==> src/rtl/fifo_wr_arbiter.sv <==
// fifo_wr_arbiter: round-robin, packet-locked arbiter that shares one FIFO
// write port among NREQ valid/ready/last requesters.
// A grant is taken in IDLE and held until the granted requester's last beat
// has been written; the round-robin pointer then moves just past the winner.
// Optional build macro FIFO_ARB_TAG_EN: prefixes each written beat with the
// binary index of the granted requester (fifo_wdata = {idx, data}).
module fifo_wr_arbiter #(
  parameter  int NREQ = 4,
  parameter  int DW   = 8,
  localparam int IW   = $clog2(NREQ),
`ifdef FIFO_ARB_TAG_EN
  localparam int FW   = IW + DW
`else
  localparam int FW   = DW
`endif
) (
  input  logic               clk,
  input  logic               rst,
  input  logic [NREQ-1:0]    req_valid,
  input  logic [NREQ*DW-1:0] req_data,
  input  logic [NREQ-1:0]    req_last,
  output logic [NREQ-1:0]    req_ready,
  output logic [NREQ-1:0]    grant,
  output logic               busy,
  output logic [FW-1:0]      fifo_wdata,
  output logic               fifo_wen,
  input  logic               fifo_wfull
);

  typedef enum logic {IDLE, GRANT} state_t;

  state_t            state_q;
  logic [NREQ-1:0]   grant_q;
  logic              busy_q;
  logic [IW-1:0]     rr_ptr_q;

  logic [IW-1:0]     win_idx;
  logic              win_found;
  logic [IW-1:0]     gnt_idx;
  logic [DW-1:0]     gnt_data;
  logic [NREQ-1:0]   acc_vec;
  logic              pkt_end;
  logic [IW-1:0]     rr_next;

  // Round-robin search: first valid requester at or above rr_ptr, wrapping.
  always_comb begin
    int j;
    j         = 0;
    win_idx   = '0;
    win_found = 1'b0;
    for (int k = 0; k < NREQ; k++) begin
      j = int'(rr_ptr_q) + k;
      if (j >= NREQ) j = j - NREQ;
      if (!win_found && req_valid[j]) begin
        win_found = 1'b1;
        win_idx   = IW'(j);
      end
    end
  end

  // Decode the one-hot grant into an index and select that requester's data.
  always_comb begin
    gnt_idx  = '0;
    gnt_data = '0;
    for (int i = 0; i < NREQ; i++) begin
      if (grant_q[i]) begin
        gnt_idx  = gnt_idx | IW'(i);
        gnt_data = gnt_data | req_data[i*DW +: DW];
      end
    end
  end

  // Ready depends only on the registered grant and the FIFO full flag, so
  // there is no combinational loop from a requester's valid to its ready.
  assign req_ready = (state_q == GRANT && !fifo_wfull) ? grant_q : '0;
  assign acc_vec   = req_valid & req_ready;
  assign fifo_wen  = |acc_vec;
  assign pkt_end   = |(acc_vec & req_last);
  assign rr_next   = (int'(gnt_idx) == NREQ - 1) ? '0 : gnt_idx + IW'(1);

  // grant is zero in IDLE, so both the index and the data slice read as zero.
`ifdef FIFO_ARB_TAG_EN
  assign fifo_wdata = {gnt_idx, gnt_data};
`else
  assign fifo_wdata = gnt_data;
`endif

  assign grant = grant_q;
  assign busy  = busy_q;

  // Arbitration FSM: take a grant in IDLE, release it after the last beat.
  always_ff @(posedge clk) begin
    if (rst) begin
      state_q  <= IDLE;
      grant_q  <= '0;
      busy_q   <= 1'b0;
      rr_ptr_q <= '0;
    end else begin
      case (state_q)
        IDLE: begin
          if (win_found) begin
            grant_q <= NREQ'(1) << win_idx;
            busy_q  <= 1'b1;
            state_q <= GRANT;
          end
        end
        GRANT: begin
          if (pkt_end) begin
            grant_q  <= '0;
            busy_q   <= 1'b0;
            rr_ptr_q <= rr_next;
            state_q  <= IDLE;
          end
        end
        default: state_q <= IDLE;
      endcase
    end
  end

endmodule

==> config.mk <==
export PLATFORM = sky130hd
export DESIGN_NAME = fifo_wr_arbiter
export DESIGN_NICKNAME = d
export VERILOG_FILES = /design/src/rtl/fifo_wr_arbiter.sv
export SDC_FILE = /design/constraint.sdc
export NUM_CORES = 1
export LEC_CHECK = 0
export CELL_PAD_IN_SITES_DETAIL_PLACEMENT = 1
export CELL_PAD_IN_SITES_GLOBAL_PLACEMENT = 2
export CORE_ASPECT_RATIO = 1.2
export CORE_MARGIN = 3
export CORE_UTILIZATION = 14
export DETAILED_ROUTE_END_ITERATION = 6
export GPL_ROUTABILITY_DRIVEN = 0
export PLACE_DENSITY_LB_ADDON = 0.1
export SLEW_MARGIN = 5
export SYNTH_ARGS = -nofsm -noshare
export SYNTH_HDL_FRONTEND = slang
export SYNTH_SLANG_ARGS = --single-unit
==> constraint.sdc <==
create_clock -name clk -period 2 [get_ports clk]
set_clock_uncertainty 0.2 [all_clocks]
set_input_delay 0.6 -clock clk [delete_from_list [all_inputs] [get_ports clk]]
set_output_delay 0.6 -clock clk [all_outputs]
set_load 0.03 [all_outputs]
* After elaboration in Yosys (flattened, before gate mapping)
Cells that the tools add are included. W data, S select, Z words.
Word-level totals: bits in registers 8, bits of input ports 43, output and inout port bits 18, logic and storage cells 84
Operators by class: $add $sub $neg 8, order comparisons 8, equal/unequal tests 3, shift operators 1, multiplexer cells 42, bitwise operators 6, reduce and logical (&&, ||, !) cells 12
Operators by type and width (number):
- $lt A32 B4 Y1 const B | 4
- $mux W32 | 4
- $mux W8 | 4
- $or A8 B8 Y8 | 3
- $mux W1 | 17
- $mux W2 | 7
- $mux W4 | 3
- $sub A3 B3 Y4 const B | 3
- $ge A3 B3 Y1 const B | 3
- $and A4 B4 Y4 | 2
- $bmux W1 S2 | 4
- $pmux W4 S2 | 1
- $reduce_or A4 Y1 | 2
- $add A2 B2 Y3 const B | 2
- $logic_and A1 B1 Y1 | 4
- $logic_not A1 Y1 | 4
- $pmux W1 S2 | 2
- $reduce_and A2 Y1 | 2
- $shl A1 B2 Y4 const A | 1
- $sub A2 B3 Y4 const B | 1
- $add A2 B1 Y3 const B | 1
- $ge A2 B3 Y1 const B | 1
- $add A2 B1 Y2 const B | 1
- $eq A2 B1 Y1 const B | 1
- other kinds (3) | 3

* Longest topological paths before layout
Gate-level depths: netlist (run 1).
depth in word-level cells 18, mapped depth 4, depth with buffers taken out 4

* Least setup slack after synthesis (run 1)
OpenSTA, ideal clock, no wires.
path type input to output, start input port fifo_wfull, end output port fifo_wen, arrival 1.270 ns, required time 1.200 ns, path slack -0.070 ns, stages on the path 2, path buffers 0, cells stage by stage nand2b_1 a21oi_1
On the way: longest elaborated chain between the ends 5
Ends and longest elaborated chain:
- from (decl) | RTL line 27 | input logic fifo_wfull
- $logic_not A1 Y1 | RTL line 75 | assign req_ready = (state_q == GRANT && !fifo_wfull) ? grant_q : '0;
- $logic_and A1 B1 Y1 | RTL line 75
- $mux W4 | RTL line 75
- $and A4 B4 Y4 | RTL line 76 | assign acc_vec = req_valid & req_ready;
- $reduce_or A4 Y1 | RTL line 77 | assign fifo_wen = |acc_vec;
- to (decl) | RTL line 26 | output logic fifo_wen,
Every way passes these cells.

* Worst setup path after layout (run 1)
start input port req_data[30], end output port fifo_wdata[6]
On the way: longest elaborated chain between the ends 2
Ends and longest elaborated chain:
- from (decl) | RTL line 20 | input logic [NREQ*DW-1:0] req_data,
- $or A8 B8 Y8 | RTL line 68 | gnt_data = gnt_data | req_data[i*DW +: DW];
- $mux W8 | RTL line 66 | if (grant_q[i]) begin
- to (decl) | RTL line 25 | output logic [FW-1:0] fifo_wdata,
Every way passes these cells.

==> summary by stage, run 1 <==
Timing
The maximum operating frequency is 507 MHz. The final critical delay including setup and external delays is 1.97 ns. Setup repair after global routing could not meet its margin everywhere. The final total negative setup slack is 0 ns. The transition time at the pin with the least slew margin is 0.582 ns. Dividing the final minimum period by the clock period gives 98.7%. The worst pin sits at a relative slew slack of 60.9%.

The final hold violation count came to 0. The count of final max-slew check failures is 0. The final setup slack of the worst path is 0.0268 ns. The final setup violation count is 0.

Logic synthesis
The warning count from the yosys run is 0. The cell type contributing the most total cell area after synthesis is dfxtp_1. Averaged over all synthesized cells, the footprint is 7.80 um2.

The net count of the mapped netlist is 128. After Yosys synthesis, and, or, nand and nor cells account for 28.5% of the synthesized area. The number of different library cells used by synthesis comes to 24. The number of flip-flops and latches in the synthesized netlist is 8. The fraction of synthesized area in multiplexers is 3.02%. After synthesis, flip-flops and latches occupy 24.2% of the total area. The synthesized instance count is 85. The synthesized-area fraction occupied by ao, oa, aoi and oai cells is 38.5%. Of the total synthesized cell area, the portion taken by XOR and XNOR cells is 1.32%.

After synthesis, the cell types taking the most area are dfxtp_1, a22oi_1, nor2_1, nand2_1, a41oi_4. The synthesized area is 663 um2. After synthesis, the largest area contributor takes up 24.2% of total cell area. The largest family of logic cells by synthesized area is compound AO/OA/AOI/OAI gates. The arithmetic-cell share of the synthesized area counting full adders, half adders and majority gates is 0%.

Clocking
The post-cts hold buffer count is 0. The number of clock sinks seen by CTS is 8. TritonCTS built the clock tree. No sink is reached through more buffers than the 2 on the longest clock path. The clock slew seen by the registers of the worst setup and hold paths is 0.04 ns.

The number of CTS-inserted buffers is 3. The buffer type at the clock tree root is clkbuf_8. The setup fix buffers added after clock tree synthesis is 0. CTS built an H-tree with a depth of 1. The clock latency of the later-clocked register in the worst-skew pair is 0.23 ns.

Die
The top-level port count is 61. The area of the die is 5600 um2. For this configuration, the core starts out at a cell density of 15.0%.

The width of the die is 68.8 um. The core region is 4420 um2. The floorplan step set the die height to 81.4 um. In this run the core area contains 26 standard-cell rows.

Final layout
The count of inserted antenna diode cells is 0. The number of nets at the end of the flow is 201. The finished cells cover 1530 um2. After filler insertion, the fill cell instance count of the layout stands at 531. Compared with the post-synthesis result, the final layout area differs by 130%.

The fraction of final layout cells sized beyond drive strength 1 is 42.3%.

Worst setup path
The worst setup path is captured at an output port. The length in cells of the worst reg-to-reg path is 5. The setup path with the least slack is of type in2out. The critical-path maximum fanout is 1. The data required time at the worst endpoint is 1.20 ns.

For the worst setup path, the data arrival time is 1.17 ns. STA classifies the critical path startpoint as an input pin.

GRT
The first global-routing pass estimated 5.09 mm of wire. Entering global routing, the biggest net connects 16 pins. The via count of the first global-routing pass is 1057. The number of antenna violations at the first check in global routing is 0.

The total routing usage reported by global routing is 12.2%. After global routing the overflow that remains totals 0.

Power and ir drop
The cell leakage power is 0.636 nW. The relative contribution of the clock network to total power is 29.8%. The fraction of power spent switching nets is 32.6%.

Summed over all nets, the switching power comes to 0.215 mW. Per report_power, the sequential group accounts for 28.0% of the total. The cell-internal power is 0.444 mW. For this design the ratio of total power to cell area is 431 nW/um2.

VDD sags by at most 0.000143 V. The combinational cell fraction of total power is 42.3%.

Worst hold path
The worst hold path class is reg2reg. The hold-critical path depth is 2.

Place
After detailed placement, the total cell area comes to 1370 um2. Timing analysis after detailed placement gives a worst setup slack of -0.460 ns. The placed wire-length estimate is 2.55 mm. The number of port buffers is 60.

Detailed routing
The detailed router finished its first iteration with 21 violations. The routed design has 3.20 mm of wire. After detailed routing, the number of vias per cell comes to 4.61. The routed layout has 978 vias. The first detailed-routing pass ran for 2 iterations. The routed wire length per instance is 15.1 um. The count of unresolved DRC violations after routing is 0. The count of nets left with antenna violations once routing finished came out at 0.

Outcome
The flow ran to the end, and the final reports show no timing, DRC or antenna violations.

Run
The count of maximum capacitance violations is 0.
==> power by group through the flow <==
stage | Clock (mW) | Sequential, mW | Combinational, mW
floorplan | 0 | 0.189 | 0.100
global placement | 0 | 0.187 | 0.266
detailed placement | 0 | 0.187 | 0.269
CTS | 0.203 | 0.186 | 0.272
global route | 0.215 | 0.187 | 0.299
finish | 0.196 | 0.184 | 0.278
==> routing by layer <==
metal / track usage [%] / share of wire, % / vias up / wire length [um]
met5: 0 / 0 / - / 0
met4: 4.09 / 0.91 / 0 / 29
met3: 4.01 / 9.5 / 2 / 304
met2: 22.8 / 53 / 48 / 1700
met1: 12.4 / 36 / 461 / 1170
li1: - / - / 467 / -
==> cell usage after synthesis <==
cell type and count:
inv_1 4, o22ai_1 1, nand2b_1 3, nor3b_1 1
nor3_2 1, a32o_1 2, nand3_2 2, nor4_2 1
a21oi_1 4, a211oi_1 2, xnor2_1 1, a22oi_1 18
mux2i_1 2, nand2_1 8, a41oi_4 1, nand3_1 2
a211o_1 1, a32o_2 2, nor2_1 9, clkbuf_1 4
and2_1 4, or3_1 1, dfxtp_1 8, nor3_1 3
==> flip-flops by register name, summed over array words and instances, names as in the netlist <==
signal and cells:
rr_ptr_q 2, state_q 1, grant 4, busy 1
==> final cells by class <==
class | count | area [um2] | area share [%]
repair buffers | 72 | 672 | 44.0
multi-input cells | 69 | 554 | 36.3
flip-flops and latches | 8 | 174 | 11.4
well taps | 56 | 70.1 | 4.59
clock buffers | 3 | 41.3 | 2.70
inverters | 4 | 15.0 | 0.984
==> critical path, stage by stage <==
cell,delay (ns)
dlygate4sd2_1,0.24
a22oi_2,0.11
nand2_1,0.08
buf_6,0.14
==> cell usage in the layout (no fill, tap or decap), types with 3 or more instances in the layout <==
master and count:
nand2_1 8, buf_6 14, dfxtp_4 3, a22oi_1 7, a22oi_2 11, clkbuf_8 3
dfxtp_1 3, buf_2 3, nor2_1 8, a21oi_1 3, inv_1 4, clkdlybuf4s50_1 5
and2_4 3, clkdlybuf4s15_1 30, nor3_1 3, dlygate4sd2_1 3, buf_4 15
==> kinds of logic after synthesis <==
group                     count (synthesis)
muxes                                     2
AOI/OAI and AO/OA                        31
and+or+nand+nor                          35
DFF                                       8
buffers and inverters                     8
xor gates and xnor gates                  1
==> repair_timing <==
action,4_1_cts,5_1_grt
gates resized for setup,94,24
setup endpoints to repair,21,17
pin swaps,29,15
==> per-stage QoR <==
stage	std cells	hold WS [ns]	utilization (%)	power, mW
floorplan	85	0.274	-	0.289
global placement	209	0.284	31.1	0.453
detailed placement	209	0.297	31.1	0.456
CTS	212	0.305	33.5	0.661
global route	212	0.350	34.5	0.700
finish	212	0.300	34.5	0.658
==> final timing paths <==
check                                      to         start  slack (ns)
worst max-delay path            fifo_wdata[6]  req_data[30]        0.03
worst min-delay path                     busy          busy        0.30
worst max register to register       grant[2]      grant[1]        0.40
worst min register to register           busy          busy        0.30
Power figures use the tool's default switching activity.
==> run 2, diff against run 1 <==
--- a/config.mk
+++ b/config.mk
@@ -10,9 +10,10 @@
 export CORE_ASPECT_RATIO = 1.2
 export CORE_MARGIN = 3
 export CORE_UTILIZATION = 14
+export CTS_CLUSTER_DIAMETER = 200
 export DETAILED_ROUTE_END_ITERATION = 6
-export GPL_ROUTABILITY_DRIVEN = 0
 export PLACE_DENSITY_LB_ADDON = 0.1
+export REMOVE_ABC_BUFFERS = 1
 export SLEW_MARGIN = 5
 export SYNTH_ARGS = -nofsm -noshare
 export SYNTH_HDL_FRONTEND = slang
==> summary by stage, run 2 (synthesized netlist as in run 1, its figures left out) <==
Worst setup path
The kind of critical path is in2out (unchanged). The launch point of the worst reg-to-reg path was grant[2] (was grant[1]). The launching element type of the critical path is an input pin (unchanged). The element type at the critical path end is an output port (unchanged). The critical-path maximum fanout was 3 (was 1). The register-to-register setup slack came to 0.42 ns (was 0.40 ns). The arrival time at the worst endpoint came to 1.17 ns (about the same). The endpoint of the most critical register-to-register path is grant[3] (was grant[2]). The data required time at the worst endpoint came to 1.20 ns (about the same). The last element of the critical path is fifo_wen (was fifo_wdata[6]).

The length in cells of the worst reg-to-reg path is 5 (unchanged). The start point of the critical path is req_valid[2] (was req_data[30]).

Run
The count of maximum capacitance violations is 0 (unchanged).

Final layout
The sequential standard cell area was 168 um2 (was 174 um2). Highest-count cells in the layout ignoring fill and taps: clkdlybuf4s15_1, buf_4, buf_6 (unchanged). The final cell count without fillers is 216 (was 212). The multi-input combinational cell area is 547 um2 (was 554 um2). The fraction of final layout cells sized beyond drive strength 1 is 43.8% (was 42.3%). The number of nets at the end of the flow is 205 (was 201).

The area added between synthesis and finish is 132% (was 130%). The count of inserted antenna diode cells is 0 (unchanged). The flip-flop count of the largest register, all copies and words added is 4 (unchanged).

The most frequent standard cell in the layout excluding fill and tap cells is clkdlybuf4s15_1 (unchanged). The number of filler instances in the final layout is 536 (was 531). The final core area utilization is 34.8% (was 34.5%).

Outcome
Run status: finished clean (unchanged).

Timing
The transition time at the pin with the least slew margin was 0.453 ns (was 0.582 ns). The share of the clock period used by the worst path after layout is 98.3% (was 98.7%). The maximum operating frequency is 508 MHz (was 507 MHz). The final setup slack of the worst path came to 0.0334 ns (was 0.0268 ns). The final total negative setup slack is 0 ns (unchanged). The final setup violation count is 0 (unchanged). The final critical delay including setup and external delays is 1.97 ns (about the same). The count of final max-slew check failures was 0 (unchanged).

The worst relative slew slack is 69.6% (was 60.9%). The final hold violation count is 0 (unchanged).

Clocking
The maximum buffer depth of the clock tree was 2 (unchanged). The post-cts hold buffer count is 0 (unchanged). The clock tree from TritonCTS is built (unchanged).

The clock slew seen by the registers of the worst setup and hold paths is 0.04 ns (about the same). The number of clock sinks seen by CTS came to 8 (unchanged). The buffer type at the clock tree root is clkbuf_8 (unchanged). The clock latency of the later-clocked register in the worst-skew pair is 0.23 ns (about the same).

The number of CTS-inserted buffers is 3 (unchanged). The number of H-tree levels was 1 (unchanged).

Power and ir drop
The peak supply drop is 0.000374 V (was 0.000143 V). The power per unit of standard cell area is 433 nW/um2 (was 431 nW/um2). The cell leakage power is 0.652 nW (was 0.636 nW).

The total power after layout is 0.667 mW (was 0.658 mW).

GRT
The number of antenna violations at the first check in global routing was 0 (unchanged). The total routing usage reported by global routing came to 11.8% (was 12.2%). The largest net degree at the start of global routing is 13 (was 16).

The via count of the first global-routing pass is 1031 (was 1057). The sum of overflow across all layers after global routing is 0 (unchanged). The first-pass GRT wire length is 5.05 mm (was 5.09 mm).

Place
The number of port buffers is 60 (unchanged). The placed wire-length estimate is 2.72 mm (was 2.55 mm). The placed cell count is 212 (was 209). The congestion estimate from routability-driven global placement came to 0.641. The pre-CTS setup slack was -0.361 ns (was -0.460 ns).

Detailed routing
The total wire length after detailed routing is 3.28 mm (was 3.20 mm). The via count normalized by instance count was 4.50 (was 4.61). The routed wire length per instance is 15.2 um (was 15.1 um). The count of unresolved DRC violations after routing came to 0 (unchanged). The count of TritonRoute iterations in the first routing pass is 4 (was 2).

The violation count after the first detailed-routing iteration is 17 (was 21). The number of nets with antenna violations after routing came to 0 (unchanged). The total vias in the final route is 971 (was 978).

Die
The starting utilization of the core area was 15.0% (unchanged). The standard-cell row count is 26 (unchanged). The width of the die is 68.8 um (unchanged). The top-level port count is 61 (unchanged). The floorplan die height is 81.4 um (unchanged). The area of the die is 5600 um2 (unchanged). The area of the core is 4420 um2 (unchanged).

Worst hold path
The worst hold path class is reg2reg (unchanged).
-- run 2: changes by cell type in the layout (fill, tap and decap cells not counted), sizes merged --
cell / previous run / this run
buf: 32 / 35
clkbuf: 5 / 9
clkdlybuf4s15: 30 / 29
dlygate4sd2: 3 / 1
-- run 2: worst min path at each step --
| stage | slack, ns | start | cells past startpoint | endpoint |
|---|---|---|---|---|
| final | 0.30 | busy | 2 | busy |
| after global routing | 0.34 | grant[1] | 1 | grant[1] |
| after CTS | 0.31 | busy | 2 | busy |
| after detailed placement | 0.30 | busy | 2 | busy |
| after global placement | 0.29 | busy | 2 | busy |
| after floorplan | 0.27 | state_q | 2 | state_q |
-- run 2: final cells by class --
type                    count  share of cell area, %
repair buffers             76                   45.4
multi-input cells          69                   35.5
well taps                  56                   4.55
flip-flops and latches      8                   10.9
inverters                   4                  0.975
clock buffers               3                   2.68
-- run 2: worst max-delay path, stage by stage --
cell and delay [ns]:
clkdlybuf4s15_2 0.21, a22oi_2 0.14, a21oi_2 0.08, buf_6 0.14
-- run 2: metrics by stage --
stage / hold slack, ns / instance area, um2
2_1_floorplan: 0.274 / 648
3_3_place_gp: 0.291 / 1400
3_5_place_dp: 0.296 / 1400
4_1_cts: 0.305 / 1510
5_1_grt: 0.340 / 1540
6_report: 0.304 / 1540
-- run 2: routing by layer --
layer	track usage, %	vias to the layer above	part of all wire (%)
met5	0	-	0
met1	14.8	452	41
met3	1.94	4	10
met2	20.2	37	48
met4	3.51	0	0.64
li1	-	478	-
-- run 2: where the power goes --
group / switching (mW) / leakage (nW) / internal [mW]
registers: 0.00937 / 0.0672 / 0.168
clock network: 0.0702 / 0.0216 / 0.131
logic: 0.139 / 0.564 / 0.148
total: 0.219 / 0.652 / 0.448
-- run 2: what timing repair did --
item | 4_1_cts | 5_1_grt
gates resized for setup | 89 | 30
setup endpoints to repair | 20 | 14
pin swaps | 29 | 22
setup buffers | 1 | 0
==> run 3, diff against run 2 <==
--- a/config.mk
+++ b/config.mk
@@ -8,7 +8,7 @@
 export CELL_PAD_IN_SITES_DETAIL_PLACEMENT = 1
 export CELL_PAD_IN_SITES_GLOBAL_PLACEMENT = 2
 export CORE_ASPECT_RATIO = 1.2
-export CORE_MARGIN = 3
+export CORE_MARGIN = 2
 export CORE_UTILIZATION = 14
 export CTS_CLUSTER_DIAMETER = 200
 export DETAILED_ROUTE_END_ITERATION = 6
==> summary by stage, run 3 (synthesized netlist as in run 1, its figures left out) <==
Worst setup path
The data required time at the worst endpoint is 1.20 ns (about the same). The critical-path maximum fanout came to 2 (was 3). The kind of critical path is in2out (unchanged). The length in cells of the worst reg-to-reg path came to 6 (was 5). By instance count, the cell type seen most on the critical path is buf_6.

The longest individual stage delay on the worst path came to 0.27 ns (was 0.21 ns). The endpoint of the most critical register-to-register path is grant[3] (unchanged). The standard cell with the maximum stage delay on the critical path is a22oi_2 (was clkdlybuf4s15_2). The arrival time at the worst endpoint is 1.21 ns (was 1.17 ns). The register-to-register setup slack came to 0.24 ns (was 0.42 ns). The element type at the critical path end is an output port (unchanged).

Critical path, cell by cell: buf_6 > a22oi_2 > a21oi_4 > buf_6 (was clkdlybuf4s15_2 > a22oi_2 > a21oi_2 > buf_6). The launch point of the worst reg-to-reg path is grant[3] (was grant[2]). The launching element type of the critical path is an input pin (unchanged).

Final layout
The final core area utilization was 34.7% (was 34.8%). The count of inserted antenna diode cells came to 0 (unchanged). The most frequent standard cell in the layout excluding fill and tap cells is clkdlybuf4s15_1 (unchanged).

The number of filler instances in the final layout is 539 (was 536). The area added between synthesis and finish is 139% (was 132%). Highest-count cells in the layout ignoring fill and taps: clkdlybuf4s15_1, buf_6, buf_4 (was clkdlybuf4s15_1, buf_4, buf_6). The fraction of final layout cells sized beyond drive strength 1 was 45.6% (was 43.8%). The number of nets at the end of the flow is 205 (unchanged). The final cell area excluding filler cells is 1580 um2 (was 1540 um2). The flip-flop count of the largest register, all copies and words added is 4 (unchanged).

GRT
The routing layer with the top usage in global route was met2 (unchanged). The global routing met3 resource utilization is 1.97% (was 1.94%). The via count of the first global-routing pass is 1084 (was 1031). The first-pass GRT wire length is 5.34 mm (was 5.05 mm). The routing usage on met1 is 13.9% (was 14.8%). The largest net degree at the start of global routing came to 15 (was 13). The fraction of met2 tracks used by global routing is 25.5% (was 20.2%). The sum of overflow across all layers after global routing is 0 (unchanged). The number of antenna violations at the first check in global routing is 0 (unchanged).

The total routing usage reported by global routing is 13.0% (was 11.8%).

Detailed routing
The via count normalized by instance count is 4.56 (was 4.50). The count of unresolved DRC violations after routing was 0 (unchanged). The total vias in the final route came to 995 (was 971). The violation count after the first detailed-routing iteration is 18 (was 17). The number of nets with antenna violations after routing is 0 (unchanged). The total wire length after detailed routing is 3.53 mm (was 3.28 mm). The count of TritonRoute iterations in the first routing pass was 2 (was 4). The routed wire length per instance is 16.2 um (was 15.2 um).

Worst hold path
The hold-critical path depth is 1 (was 2). The worst min-delay path endpoint is grant[0] (was busy). The origin of the worst min-delay path is grant[0] (was busy). The worst hold path class was reg2reg (unchanged).

Die
The top-level port count was 61 (unchanged). The starting utilization of the core area is 14.5% (was 15.0%). The width of the die was 66.8 um (was 68.8 um). The area of the core is 4560 um2 (was 4420 um2). The standard-cell row count is 27 (was 26).

The area of the die was 5310 um2 (was 5600 um2). The floorplan die height is 79.4 um (was 81.4 um).

Timing
The final setup slack of the worst path was -0.00701 ns (was 0.0334 ns). The final critical delay including setup and external delays is 2.01 ns (was 1.97 ns). The worst relative slew slack is 66.0% (was 69.6%). The share of the clock period used by the worst path after layout is 100% (was 98.3%).

Setup repair after global routing could not meet its margin everywhere. The final hold violation count is 0 (unchanged). The count of final max-slew check failures is 0 (unchanged). The maximum operating frequency is 498 MHz (was 508 MHz). The transition time at the pin with the least slew margin is 0.506 ns (was 0.453 ns).

The final setup violation count is 1 (was 0). The final total negative setup slack was -0.00701 ns (was 0 ns).

Power and ir drop
The power per unit of standard cell area is 419 nW/um2 (was 433 nW/um2). The cell leakage power is 0.662 nW (was 0.652 nW). The peak supply drop is 0.000366 V (was 0.000374 V).

Outcome
The final reports fail on setup timing. Run status: complete, but fails checks (was finished clean).

Clocking
The post-cts hold buffer count is 0 (unchanged). The number of clock sinks seen by CTS is 8 (unchanged). The clock tree from TritonCTS was built (unchanged).

The number of CTS-inserted buffers is 3 (unchanged). The clock slew seen by the registers of the worst setup and hold paths was 0.04 ns (about the same). The number of H-tree levels is 1 (unchanged). The maximum buffer depth of the clock tree is 2 (unchanged). The clock latency of the later-clocked register in the worst-skew pair was 0.22 ns (was 0.23 ns).

The buffer type at the clock tree root is clkbuf_8 (unchanged).

Place
The number of port buffers is 60 (unchanged). The placed wire-length estimate is 2.64 mm (was 2.72 mm). The placement-stage cell area came to 1370 um2 (was 1400 um2). The final estimated routing congestion in global placement came to 0.688 (was 0.641).

Run
The count of maximum capacitance violations came to 0 (unchanged).
-- run 3: cell types whose count changed in the layout (fill, tap and decap cells not counted), sizes merged --
cell	change
buf	+3
clkbuf	-3
clkdlybuf4s15	-2
dlygate4sd2	+2
-- run 3: worst max-delay path by stage --
| stage | slack [ns] | endpoint | cells past startpoint | startpoint |
|---|---|---|---|---|
| after floorplan | -0.20 | fifo_wen | 2 | grant[1] |
| after global placement | -0.46 | fifo_wen | 4 | req_valid[0] |
| after detailed placement | -0.46 | fifo_wen | 4 | req_valid[0] |
| after CTS | -0.02 | fifo_wen | 4 | grant[0] |
| after global routing | -0.03 | fifo_wdata[2] | 4 | req_data[2] |
| final | -0.007 | fifo_wen | 4 | req_valid[0] |
-- run 3: cell type report --
cell class / instances / area [um2] / share of cell area [%]
Clock buffer: 3 / 41.3 / 2.61
Inverter: 4 / 15.0 / 0.949
Multi-Input combinational cell: 69 / 569 / 36.0
Sequential cell: 8 / 168 / 10.6
Tap cell: 58 / 72.6 / 4.58
Timing Repair Buffer: 76 / 717 / 45.3
-- run 3: where the power goes --
group,total (mW),internal [mW],switching [mW]
clock,0.188,0.130,0.0581
combinational,0.299,0.153,0.146
sequential,0.177,0.168,0.00869
-- run 3: metrics by stage --
step | worst slack (ns) | power (mW) | hold WS (ns) | std cells
floorplan | -0.195 | 0.286 | 0.274 | 81
global placement | -0.460 | 0.451 | 0.254 | 211
detailed placement | -0.462 | 0.455 | 0.260 | 211
CTS | -0.0229 | 0.657 | 0.282 | 215
global route | -0.0311 | 0.706 | 0.318 | 218
finish | -0.00701 | 0.664 | 0.289 | 218
-- run 3: worst max-delay path: cells and delay by family --
kind / cells / cell delay [ns]
buffers and inverters: 2 / 0.23
AO/OA/AOI/OAI: 2 / 0.36
-- run 3: per-layer routing --
layer	vias to the layer above	wire length [um]
li1	475	-
met1	487	1250
met2	31	2010
met3	2	240
met4	0	27
met5	-	0
-- run 3: timing repair --
action                                  4_1_cts  5_1_grt
gates resized for setup                     106       29
endpoints found under the setup margin       21       13
gates cloned                                  0        2
buffers inserted                              1        1
pin swaps                                    30        9
